## config.mk

```make
export PLATFORM = sky130hd
export DESIGN_NAME = rf_writeback_ctrl_flat
export DESIGN_NICKNAME = d
export VERILOG_FILES = /design/src/rtl/rf_writeback_ctrl_pkg.sv /design/src/rtl/rf_writeback_ctrl_if.sv /design/src/rtl/rf_writeback_ctrl_wb_fifo.sv /design/src/rtl/rf_writeback_ctrl.sv /design/src/flat_wrapper.sv
export SDC_FILE = /design/constraint.sdc
export NUM_CORES = 1
export LEC_CHECK = 0
export CAP_MARGIN = 10
export CORE_ASPECT_RATIO = 1.5
export CORE_UTILIZATION = 50
export CTS_BUF_LIST = sky130_fd_sc_hd__clkbuf_4
export DETAILED_ROUTE_END_ITERATION = 8
export PLACE_DENSITY = 0.78
export RECOVER_POWER = 50
export SLEW_MARGIN = 25
export SYNTH_ARGS = -nofsm -noshare
export SYNTH_HDL_FRONTEND = slang
export SYNTH_SLANG_ARGS = --single-unit
```

## constraint.sdc

```tcl
create_clock -name i_clk -period 5.78 [get_ports i_clk]
set_input_delay 1.156 -clock i_clk [delete_from_list [all_inputs] [get_ports i_clk]]
set_output_delay 1.156 -clock i_clk [all_outputs]
set_load 0.02 [all_outputs]
```

## src/rtl/rf_writeback_ctrl_pkg.sv

```systemverilog
// Shared types and constants for the register-file writeback controller.
package rf_writeback_ctrl_pkg;

  localparam int unsigned WL    = 32;
  localparam int unsigned AL    = 5;
  localparam int unsigned NREGS = 1 << AL;

  localparam logic [AL-1:0] REG_ZERO = '0;

  // One register-file write request; used by FIFO entries and the output stage.
  typedef struct packed {
    logic          valid;
    logic [AL-1:0] addr;
    logic [WL-1:0] data;
  } wr_req_t;

endpackage

```

## src/rtl/rf_writeback_ctrl_if.sv

```systemverilog
// Writeback bus: ALU write request, long-latency valid/ready channel and RF write port.
interface rf_writeback_ctrl_if;
  import rf_writeback_ctrl_pkg::*;

  logic             aluwe;
  logic [AL-1:0]    aluwa;
  logic [WL-1:0]    aluwd;
  logic             lwvalid;
  logic [AL-1:0]    lwa;
  logic [WL-1:0]    lwd;
  logic             lwready;
  logic             rfwe;
  logic [AL-1:0]    rfwa;
  logic [WL-1:0]    rfwd;
  logic [NREGS-1:0] pendmask;

  modport master (
    output aluwe, aluwa, aluwd, lwvalid, lwa, lwd,
    input  lwready, rfwe, rfwa, rfwd, pendmask
  );

  modport slave (
    input  aluwe, aluwa, aluwd, lwvalid, lwa, lwd,
    output lwready, rfwe, rfwa, rfwd, pendmask
  );

endinterface

```

## src/rtl/rf_writeback_ctrl_wb_fifo.sv

```systemverilog
// Long-latency result FIFO with per-entry valid, squash-by-address and pending mask.
module wb_fifo
  import rf_writeback_ctrl_pkg::*;
#(
  parameter int unsigned DEPTH = 4
) (
  input  logic             i_clk,
  input  logic             i_rst_n,
  input  logic             i_push,
  input  logic [AL-1:0]    i_push_addr,
  input  logic [WL-1:0]    i_push_data,
  input  logic             i_pop,
  input  logic             i_squash,
  input  logic [AL-1:0]    i_squash_addr,
  output wr_req_t          o_head,
  output logic             o_empty,
  output logic             o_ready,
  output logic [NREGS-1:0] o_pendmask
);

  localparam int unsigned PtrW = $clog2(DEPTH);
  localparam int unsigned CntW = PtrW + 1;

  wr_req_t           r_mem [DEPTH];
  logic [PtrW-1:0]   r_wptr;
  logic [PtrW-1:0]   r_rptr;
  logic [CntW-1:0]   r_count;

  assign o_head  = r_mem[r_rptr];
  assign o_empty = (r_count == '0);
  assign o_ready = (r_count < CntW'(DEPTH));

  // Entry storage, pointers and occupancy; squashed entries keep their slot.
  always_ff @(posedge i_clk or negedge i_rst_n) begin
    if (!i_rst_n) begin
      for (int i = 0; i < DEPTH; i++) r_mem[i] <= '0;
      r_wptr  <= '0;
      r_rptr  <= '0;
      r_count <= '0;
    end else begin
      for (int i = 0; i < DEPTH; i++) begin
        if (i_squash && r_mem[i].valid && (r_mem[i].addr == i_squash_addr)) begin
          r_mem[i].valid <= 1'b0;
        end
      end
      // Clear on pop so a retired slot never contributes to the pending mask.
      if (i_pop) begin
        r_mem[r_rptr].valid <= 1'b0;
        r_rptr              <= r_rptr + PtrW'(1);
      end
      if (i_push) begin
        r_mem[r_wptr] <= '{valid: 1'b1, addr: i_push_addr, data: i_push_data};
        r_wptr        <= r_wptr + PtrW'(1);
      end
      unique case ({i_push, i_pop})
        2'b10:   r_count <= r_count + CntW'(1);
        2'b01:   r_count <= r_count - CntW'(1);
        default: r_count <= r_count;
      endcase
    end
  end

  // Pending mask: one-hot of every still-valid entry's destination.
  always_comb begin
    o_pendmask = '0;
    for (int i = 0; i < DEPTH; i++) begin
      if (r_mem[i].valid) o_pendmask[r_mem[i].addr] = 1'b1;
    end
  end

endmodule

```

## src/rtl/rf_writeback_ctrl.sv

```systemverilog
// Writeback controller: ALU-priority merge of long-latency results into the RF write port.
module rf_writeback_ctrl
  import rf_writeback_ctrl_pkg::*;
#(
  parameter int unsigned DEPTH = 4
) (
  input  logic                 i_clk,
  input  logic                 i_rst_n,
  rf_writeback_ctrl_if.slave   io_wb
);

  logic             w_alu_sel;
  logic             w_pop;
  logic             w_push;
  logic             w_empty;
  logic             w_ready;
  wr_req_t          w_head;
  logic [NREGS-1:0] w_pendmask;
  wr_req_t          r_out;

  assign w_alu_sel = io_wb.aluwe && (io_wb.aluwa != REG_ZERO);
  assign w_pop     = !w_alu_sel && !w_empty;
  // An accepted LW is dropped if it targets $0 or is overtaken by a same-cycle ALU write.
  assign w_push    = io_wb.lwvalid && w_ready && (io_wb.lwa != REG_ZERO) &&
                     !(w_alu_sel && (io_wb.lwa == io_wb.aluwa));

  wb_fifo #(
    .DEPTH (DEPTH)
  ) u_fifo (
    .i_clk         (i_clk),
    .i_rst_n       (i_rst_n),
    .i_push        (w_push),
    .i_push_addr   (io_wb.lwa),
    .i_push_data   (io_wb.lwd),
    .i_pop         (w_pop),
    .i_squash      (w_alu_sel),
    .i_squash_addr (io_wb.aluwa),
    .o_head        (w_head),
    .o_empty       (w_empty),
    .o_ready       (w_ready),
    .o_pendmask    (w_pendmask)
  );

  // Output register: ALU first, then FIFO head; a squashed head pops without writing.
  always_ff @(posedge i_clk or negedge i_rst_n) begin
    if (!i_rst_n) begin
      r_out <= '0;
    end else if (w_alu_sel) begin
      r_out <= '{valid: 1'b1, addr: io_wb.aluwa, data: io_wb.aluwd};
    end else if (w_pop && w_head.valid) begin
      r_out <= w_head;
    end else begin
      r_out.valid <= 1'b0;
    end
  end

  assign io_wb.rfwe     = r_out.valid;
  assign io_wb.rfwa     = r_out.addr;
  assign io_wb.rfwd     = r_out.data;
  assign io_wb.lwready  = w_ready;
  assign io_wb.pendmask = w_pendmask;

endmodule

```

## src/flat_wrapper.sv

```systemverilog
// flat-port wrapper written by rule: the top's interface ports become plain ports
module rf_writeback_ctrl_flat import rf_writeback_ctrl_pkg::*;
#(
  parameter int unsigned DEPTH = 4
)
  (i_clk, i_rst_n, io_wb_aluwe, io_wb_aluwa, io_wb_aluwd, io_wb_lwvalid, io_wb_lwa, io_wb_lwd, io_wb_lwready, io_wb_rfwe, io_wb_rfwa, io_wb_rfwd, io_wb_pendmask);
  rf_writeback_ctrl_if io_wb_i ();
  input  logic i_clk;
  input  logic i_rst_n;
  input wire logic [$bits(io_wb_i.aluwe)-1:0] io_wb_aluwe;
  input wire logic [$bits(io_wb_i.aluwa)-1:0] io_wb_aluwa;
  input wire logic [$bits(io_wb_i.aluwd)-1:0] io_wb_aluwd;
  input wire logic [$bits(io_wb_i.lwvalid)-1:0] io_wb_lwvalid;
  input wire logic [$bits(io_wb_i.lwa)-1:0] io_wb_lwa;
  input wire logic [$bits(io_wb_i.lwd)-1:0] io_wb_lwd;
  output wire logic [$bits(io_wb_i.lwready)-1:0] io_wb_lwready;
  output wire logic [$bits(io_wb_i.rfwe)-1:0] io_wb_rfwe;
  output wire logic [$bits(io_wb_i.rfwa)-1:0] io_wb_rfwa;
  output wire logic [$bits(io_wb_i.rfwd)-1:0] io_wb_rfwd;
  output wire logic [$bits(io_wb_i.pendmask)-1:0] io_wb_pendmask;
  assign io_wb_i.aluwe = io_wb_aluwe;
  assign io_wb_i.aluwa = io_wb_aluwa;
  assign io_wb_i.aluwd = io_wb_aluwd;
  assign io_wb_i.lwvalid = io_wb_lwvalid;
  assign io_wb_i.lwa = io_wb_lwa;
  assign io_wb_i.lwd = io_wb_lwd;
  assign io_wb_lwready = io_wb_i.lwready;
  assign io_wb_rfwe = io_wb_i.rfwe;
  assign io_wb_rfwa = io_wb_i.rfwa;
  assign io_wb_rfwd = io_wb_i.rfwd;
  assign io_wb_pendmask = io_wb_i.pendmask;
  rf_writeback_ctrl #(.DEPTH(DEPTH)) u_core (.i_clk(i_clk), .i_rst_n(i_rst_n), .io_wb(io_wb_i));
endmodule
```

Word-level counts from Yosys, hierarchy flattened
Cells that the tools add are included.
W data, S select, Z words.
- add/subtract/negate cells: 4
- magnitude comparators: 13
- eq/ne operators: 7
- multiplexer cells: 31
- bitwise logic cells: 5
- reductions and logical operators: 29
- operators with widths (kind ; count):
    $bwmux W152 ; 2
    $mux W152 ; 2
    $mux W38 ; 5
    $demux W38 S2 ; 2
    $mux W32 ; 4
    $or A32 B32 Y32 ; 3
    $bmux W38 S2 ; 1
    $mux W37 ; 1
    $eq A5 B5 Y1 ; 5
    $lt A5 B6 Y1 const B ; 4
    $logic_and A1 B1 Y1 ; 21
    $demux W1 S5 ; 4
    $ge A5 B1 Y1 const B ; 4
    $reduce_bool A5 Y1 ; 2
    $mux W1 ; 9
    $ge A3 B3 Y1 const B ; 2
    $lt A3 B1 Y1 const B ; 2
    $not A2 Y3 ; 2
    $pmux W3 S2 ; 1
    $add A2 B1 Y2 const B ; 2
    $reduce_bool A2 Y1 ; 2
    $add A3 B1 Y3 const B ; 1
    $logic_not A1 Y1 ; 3
    $logic_not A3 Y1 ; 1
    4 further kinds ; 4
- register bits: 197
- input bits: 78
- output and inout bits: 71
- logic and storage cells: 107

Longest topological paths before layout
Gate-level depths: netlist of run 1.
- depth in word-level cells: 11
- gate-level depth with buffers: 11
- gate-level depth less buffers: 10

Modules after synthesis
A second synthesis of run 1 with hierarchy kept.
- cell total of the unflattened synthesis: 734
- area total of the unflattened synthesis: 10248.6 um^2
- modules (own cells, without submodules) (module ; instances ; cells each ; area an instance (um^2) ; sequential area each (um^2)):
    wb_fifo ; 1 ; 594 ; 8301.7 ; 3978.8
    rf_writeback_ctrl ; 1 ; 140 ; 1946.9 ; 950.9

Worst setup path before layout of run 1
OpenSTA, ideal clock, no wires.
- path type: in2reg
- start point: in io_wb_aluwa[0]
- end point: reg u_core.u_fifo.r_count[2]
- library setup time: 0.083 ns
- arrival time: 3.388 ns
- required time: 5.697 ns
- path slack: 2.309 ns
- stages on the path: 11
- path buffers: 2
- cells stage by stage: buf_4 or4_4 o21a_4 buf_2 nor2_2 ha_1 inv_1 fa_1 xor2_1 nor2_1 xnor2_1
- longest elaborated chain between the ends: 7
- elaborated cells between the ends (all ways): 12
- those cells by class: 3 x eq/ne; 1 x mux; 8 x reduce/logical
- ends and longest elaborated chain (item ; RTL line ; RTL):
    from (decl) ; flat_wrapper.sv:11 ; input wire logic [$bits(io_wb_i.aluwa)-1:0] io_wb_aluwa;
    $reduce_bool A5 Y1 ; rf_writeback_ctrl.sv:21 ; assign w_alu_sel = io_wb.aluwe && (io_wb.aluwa != REG_ZERO);
    $logic_and A1 B1 Y1 ; rf_writeback_ctrl.sv:21 ;
    $logic_and A1 B1 Y1 ; rf_writeback_ctrl.sv:25 ; !(w_alu_sel && (io_wb.lwa == io_wb.aluwa));
    $logic_not A1 Y1 ; rf_writeback_ctrl.sv:25 ;
    $logic_and A1 B1 Y1 ; rf_writeback_ctrl.sv:24 ; assign w_push = io_wb.lwvalid && w_ready && (io_wb.lwa != REG_ZERO) &&
    $eq A2 B1 Y1 or $eq A2 B2 Y1 (tied branches) ; rf_writeback_ctrl_wb_fifo.sv:55 ; unique case ({i_push, i_pop})
    $pmux W3 S2 or $reduce_bool A2 Y1 (tied branches) ; -- ;
    to (signal assigned) ; rf_writeback_ctrl_wb_fifo.sv:56 ; 2'b10: r_count <= r_count + CntW'(1);
    to (signal assigned) ; rf_writeback_ctrl_wb_fifo.sv:57 ; 2'b01: r_count <= r_count - CntW'(1);
    to (signal assigned) ; rf_writeback_ctrl_wb_fifo.sv:58 ; default: r_count <= r_count;
    to (decl) ; rf_writeback_ctrl_wb_fifo.sv:27 ; logic [CntW-1:0] r_count;
Several ways; a longest one is shown, not always the timed one.
A chain may end at the register's enable or synchronous reset.

Worst setup path after layout of run 1
- start point: reg u_core.u_fifo.r_mem[74] (netlist bit)
- end point: out io_wb_pendmask[18]
- longest elaborated chain between the ends: 8
- elaborated cells between the ends (all ways): 9
- those cells by class: 2 x order compare; 4 x mux; 2 x bitwise; 1 x reduce/logical
- ends and longest elaborated chain (item ; RTL line ; RTL):
    from (decl) ; rf_writeback_ctrl_wb_fifo.sv:24 ; wr_req_t r_mem [DEPTH];
    from (signal, indexed assignment) ; rf_writeback_ctrl_wb_fifo.sv:52 ; r_mem[r_wptr] <= '{valid: 1'b1, addr: i_push_addr, data: i_push_data};
    $lt A5 B6 Y1 (not written as such) or $ge A5 B1 Y1 (tied branches) ; rf_writeback_ctrl_wb_fifo.sv:67 ; if (r_mem[i].valid) o_pendmask[r_mem[i].addr] = 1'b1;
    $logic_and A1 B1 Y1 (not written as such) ; rf_writeback_ctrl_wb_fifo.sv:67 ;
    $mux W1 (not written as such) ; rf_writeback_ctrl_wb_fifo.sv:67 ;
    $demux W1 S5 (*) ; rf_writeback_ctrl_wb_fifo.sv:67 ;
    $or A32 B32 Y32 (no line) (*) ; -- ;
    $mux W32 (*) ; rf_writeback_ctrl_wb_fifo.sv:67 ;
    $or A32 B32 Y32 (no line) ; -- ;
    $mux W32 (*) ; rf_writeback_ctrl_wb_fifo.sv:67 ;
    to (decl) ; flat_wrapper.sv:20 ; output wire logic [$bits(io_wb_i.pendmask)-1:0] io_wb_pendmask;
Every way passes the cells marked *; elsewhere a longest branch is shown, timed or not.

==> reports/summary.txt, run 1 <==
number of synthesized register bits: 197
drt first-iter violations: 445
Routed WL: 23600 um
relative slew slack: -83.1%
highest net fanout along the worst path: 11
largest net degree at the start of global routing: 114
num ports: 149
CP endpoint kind: output pin
worst-skew pair later-pin latency: 0.58 ns
worst path required time: 4.62 ns
root buffer cell: clkbuf_4
status: finished, violations left
hold_buf cts: 0
failing checks: max-capacitance violations, max-slew violations
DR WL/cell: 21.0 um
Tcrit/Tclk final: 68.3%
register area: 0.00493 mm^2
ys flop type: dfrtp_1
drt pass-1 iters: 6
Antenna Nets Post-Route: 0
# fillers: 1673
YS warnings: 0
htree depth: 4
Placer Congestion: 0.922
port buffer count: 148
CP arrival: 2.79 ns
Vias: 6804
CTS Buffer Depth: 2
die outline area: 0.0212 mm^2
startpoint types: register
RSZ-0062 raised after global routing: false
Max IR drop VDD: 226 uV
CTS clk-pin slew, worst paths: 0.15 ns
vias in the first global route: 7169
worst hold slack: 0.500 ns
initial antenna violation count: 1
fmax: 0.253 GHz
total power: 6270 uW
Initial Util: 50.7%
EDFF count, synth: 0
Clock Skews: 0.0239 ns
Synth Area per Inst: 14.1 um^2
GR Overflow Total: 0
max-cap violations: 1
Final setup viols: 0
Fin. Hold Viols: 0
Worst R2R Setup Slack: 3.37 ns
Pleak: 0.00484 uW
worst r2r src: u_core.u_fifo.r_rptr[0]$_DFFE_PN0N_
Crit. Startpoint: u_core.u_fifo.r_mem[74]$_DFFE_PN0P_
pwr dens: 518 mW/mm^2
Die Width: 119 um
Core Rows: 64
pre-CTS WS: 1.54 ns
first-pass GRT wire length: 39000 um
setup TNS: 0 ns
CTS Buf Count: 17
Synth Instances: 729
Pins Over Slew Limit: 114
Unique masters post-synth: 46
footprint of the multi-input gates: 0.00498 mm^2
via/cell ratio: 6.04
core area: 0.0203 mm^2
net count after synthesis: 817
Final Core Density: 59.5%
layout net count: 938
DRC: 0
Hold Path Class: register to register
post-layout min period: 3.95 ns
Async SR Flop Fraction: 100%
postcts setup bufs: 0
worst-margin pin slew: 2.75 ns
CTS tree: done
Die Ht: 178 um
Worst Setup Path Type: register to output pin
Hold Crit Start: u_core.io_wb.rfwd[8]$_DFFE_PN0P_
Area Overhead vs Synth: 17.3%
all-layer global routing usage: 23.9%
share of layout cells above drive strength 1: 23.8%
area of the mapped netlist: 0.0103 mm^2
HPWL after DPL: 16300 um
Gates resized, CTS repair: 0
Seq/Total Area, Yosys: 47.8%
setup ws final: 1.83 ns
clock sinks: 197
[flip-flops by register name, summed over array words and instances (netlist names)]
signal / cells
u_core.io_wb.rfwd: 32
u_core.u_fifo.r_mem: 152
u_core.u_fifo.r_rptr: 2
u_core.u_fifo.r_wptr: 2
u_core.io_wb.rfwa: 5
u_core.u_fifo.r_count: 3
u_core.io_wb.rfwe: 1
[cell type report]
cell class / count / share of cell area, %
Multi-Input combinational cell: 464 / 41.1
Sequential cell: 197 / 40.8
Timing Repair Buffer: 161 / 13.0
Tap cell: 264 / 2.73
Clock buffer: 17 / 1.05
Clock inverter: 14 / 1.01
Inverter: 9 / 0.279
Antenna cell: 1 / 0.0207
[per-stage QoR]
step	instances	instance area (um^2)
final	1127	12100
after global routing	1127	12100
after floorplan	729	10300
after global placement	1095	11900
after CTS	1126	12100
after detailed placement	1095	11900
[cell usage in the layout, fill, tap and decap left out, drive strengths merged, types with 16 or more instances in the layout]
cell type,instances
dlygate4sd3,28
clkbuf,19
clkdlybuf4s50,119
mux2,214
a22oi,23
xnor2,16
mux4,38
o221ai,23
dfrtp,197
[Yosys cell counts, drive strengths merged, types with 7 or more instances]
cell type	count	area share [%]
mux2	214	23
dfrtp	197	48
mux4	38	8.3
buf	33	2.9
clkbuf	26	0.95
a22oi	23	1.7
o221ai	23	2.0
xnor2	16	1.4
xor2	14	1.2
nand2	13	0.55
nor3b	12	0.87
nand3b	10	0.73
a221o	9	0.87
ha	9	1.1
nor2	9	0.35
o22ai	9	0.55
inv	8	0.29
nand3	8	0.39
o21ai	7	0.45
[logic make-up (layout without fill, tap and decap cells)]
| group | after synthesis | count (layout) | share of synthesized area, % |
|---|---|---|---|
| buf+inv | 68 | 201 | 4.22 |
| fa+ha+maj | 10 | 10 | 1.29 |
| other cells | 0 | 1 | 0 |
| mux | 257 | 257 | 32.2 |
| compound gates | 90 | 90 | 7.23 |
| xor+xnor | 30 | 30 | 2.55 |
| simple gates | 77 | 77 | 4.76 |
| flops | 197 | 197 | 47.8 |
[worst max-delay path: stages (launching register included)]
cell and delay [ns]:
dfrtp_1 0.73, or3b_2 0.54, o221ai_1 0.26, clkdlybuf4s50_1 0.68
[final timing paths]
check	cells past startpoint	end
max in group asynchronous	2	u_core.io_wb.rfwd[31]$_DFFE_PN0P_
max reg2reg	4	u_core.io_wb.rfwd[3]$_DFFE_PN0P_
min reg2reg	1	u_core.io_wb.rfwd[8]$_DFFE_PN0P_
min	1	u_core.io_wb.rfwd[8]$_DFFE_PN0P_
min in group asynchronous	1	u_core.u_fifo.r_mem[21]$_DFFE_PN0P_
max	3	io_wb_pendmask[18]
[power by group]
| part | internal (uW) | switching, uW |
|---|---|---|
| Combinational | 1630 | 1350 |
| Sequential | 2070 | 547 |
| Clock | 182 | 484 |
[layer usage]
| layer | global-route usage [%] | up-vias | wire length (um) |
|---|---|---|---|
| met2 | 41.9 | 253 | 12500 |
| met1 | 28.7 | 3468 | 9290 |
| met4 | 9.60 | 0 | 731 |
| met5 | 0 | - | 0 |
| met3 | 4.69 | 61 | 1140 |
| li1 | - | 3022 | - |
No activity file was read; power rests on OpenSTA's default activity.
==> run 2: changes to the inputs <==
==> constraint.sdc (replaced) <==
create_clock -name i_clk -period 3.9 [get_ports i_clk]
set_input_delay 0.78 -clock i_clk [delete_from_list [all_inputs] [get_ports i_clk]]
set_output_delay 0.78 -clock i_clk [all_outputs]
set_load 0.02 [all_outputs]
==> run 2 against run 1 <==
  * The flow still finishes with violations (max-capacitance violations, max-slew violations)
  * Routed wire length shrank 0.41%
  * Final cell count grew 0.89%
  * Via count grew 1.5%
  * Global-route usage shrank 0.23 points
  * Critical path depth grew 3
  * Combinational power grew 47%
  * Sequential power grew 50%
  * Total power grew 50%
  * Die area is the same
  * Final area grew 0.57%
  * Sequential cell count is the same
  * Hold slack lost 0.0019 ns
  * Largest power group unchanged
==> reports/summary.txt, run 2 (same netlist as run 1, synthesis figures left out) <==
commonest cells after routing, fill and taps aside: 195 x dfrtp_1, 129 x clkdlybuf4s50_1, 110 x mux2_1, 104 x mux2_2, 38 x mux4_2
Die Ht: 178 um
layout net count: 947
vias in the first global route: 7266
Min-Delay Path Depth: 1
CTS tree: done
Max IR drop VDD: 363 uV
status: finished, violations left
Worst Setup Path Type: primary input to register
Hold Path Class: register to register
Crit path largest cell delay: 1.00 ns
worst-skew pair later-pin latency: 0.60 ns
Final setup viols: 0
Worst R2R Path Depth: 4
Gates resized, CTS repair: 0
highest net fanout along the worst path: 33
final instance area: 0.0122 mm^2
first-pass GRT wire length: 38400 um
CP endpoint kind: register
relative slew slack: -55.0%
post-layout min period: 3.67 ns
Core Rows: 64
drt pass-1 iters: 7
r2r endpoint: u_core.io_wb.rfwd[4]$_DFFE_PN0P_
CP arrival: 4.15 ns
root buffer cell: clkbuf_4
Pleak: 0.00487 uW
drt first-iter violations: 459
hold_buf cts: 0
worst-margin pin slew: 2.33 ns
GR Overflow Total: 0
clock sinks: 197
setup TNS: 0 ns
Antenna Nets Post-Route: 0
RSZ-0062 raised after global routing: false
WP buf/inv: 2
Worst R2R Setup Slack: 0.51 ns
Vias: 6903
via/cell ratio: 6.07
HPWL after DPL: 16200 um
initial antenna violation count: 1
Reg with most FFs: u_core.u_fifo.r_mem
CTS clk-pin slew, worst paths: 0.16 ns
failing checks: max-capacitance violations, max-slew violations
DR WL/cell: 20.7 um
fmax: 0.272 GHz
share of layout cells above drive strength 1: 23.5%
CTS Buf Count: 17
port buffer count: 148
die outline area: 0.0212 mm^2
Post-DP Area: 0.0120 mm^2
worst path required time: 4.38 ns
total power: 9370 uW
htree depth: 4
num ports: 149
Pins Over Slew Limit: 130
Top Family by Delay on Critical Path: simple AND/OR/NAND/NOR gates
Placer Congestion: 0.953
hold endpoint: u_core.io_wb.rfwd[22]$_DFFE_PN0P_
most common cell after layout, fill and taps aside: dfrtp_1
Clock Skews: 0.0239 ns
Die Width: 119 um
startpoint types: primary input
Initial Util: 50.7%
max reg flops: 152
pwr dens: 770 mW/mm^2
largest net degree at the start of global routing: 96
core area: 0.0203 mm^2
worst r2r src: u_core.u_fifo.r_count[0]$_DFFE_PN0P_
Area Overhead vs Synth: 18.0%
all-layer global routing usage: 23.7%
Fin. Hold Viols: 0
postcts setup bufs: 0
Routed WL: 23500 um
Tcrit/Tclk final: 94.1%
Hold Crit Start: u_core.io_wb.rfwd[22]$_DFFE_PN0P_
crit path cell chain: dlygate4sd3_1 -> or4_1 -> o21ai_4 -> buf_4 -> nand2_1 -> mux2_1
WP depth: 6
CTS Buffer Depth: 2
Crit-path slowest cell: nand2_1
DRC: 0
max-cap violations: 2
## run 2: layout make-up
cell class / instances / area, um^2
Fill cell: 1678 / 8170
Multi-Input combinational cell: 464 / 4950
Sequential cell: 197 / 4930
Timing Repair Buffer: 170 / 1650
Tap cell: 264 / 330
Clock inverter: 15 / 148
Clock buffer: 17 / 128
Inverter: 9 / 33.8
Antenna cell: 1 / 2.50
## run 2: worst max path at each step
stage / slack [ns] / start / to
3_5_place_dp: 0.45 / io_wb_aluwa[0] / u_core.u_fifo.r_count[1]$_DFFE_PN0P_
6_report: 0.23 / io_wb_aluwa[0] / u_core.io_wb.rfwd[4]$_DFFE_PN0P_
4_1_cts: 0.36 / u_core.u_fifo.r_mem[74]$_DFFE_PN0P_ / io_wb_pendmask[17]
5_1_grt: 0.09 / io_wb_aluwa[0] / u_core.io_wb.rfwd[11]$_DFFE_PN0P_
3_3_place_gp: 0.47 / io_wb_aluwa[0] / u_core.u_fifo.r_count[2]$_DFFE_PN0P_
2_1_floorplan: 0.81 / io_wb_aluwa[0] / u_core.u_fifo.r_count[2]$_DFFE_PN0P_
## run 2: metal layers
layer / GRT usage [%] / vias to the layer above / share of wire (%)
li1: - / 3031 / -
met1: 28.0 / 3529 / 39
met2: 41.9 / 260 / 53
met3: 3.95 / 83 / 4.2
met4: 11.0 / 0 / 3.8
met5: 0 / - / 0
## run 2: where the power goes
part	switching, uW	total, uW	leakage [uW]	internal, uW
Clock	715	1050	0.000147	333
Sequential	853	3920	0.00236	3070
Combinational	1950	4410	0.00236	2460
## run 2: worst reg2reg max path, cell delays in order, from the launching register on
cell and delay [ns]:
dfrtp_1 0.44, nor3_1 0.63, nand2b_1 0.43, nand2_1 1.06
mux2_1 0.72
## run 2: stage by stage
stage                     cells  setup WS, ns  util, %  hold slack, ns
after global routing       1137        0.0881     59.8           0.519
after floorplan             729         0.805        -           0.452
after CTS                  1136         0.363     60.2           0.221
final                      1137         0.228     59.8           0.498
after global placement     1104         0.473     58.8           0.462
after detailed placement   1104         0.447     58.8           0.471
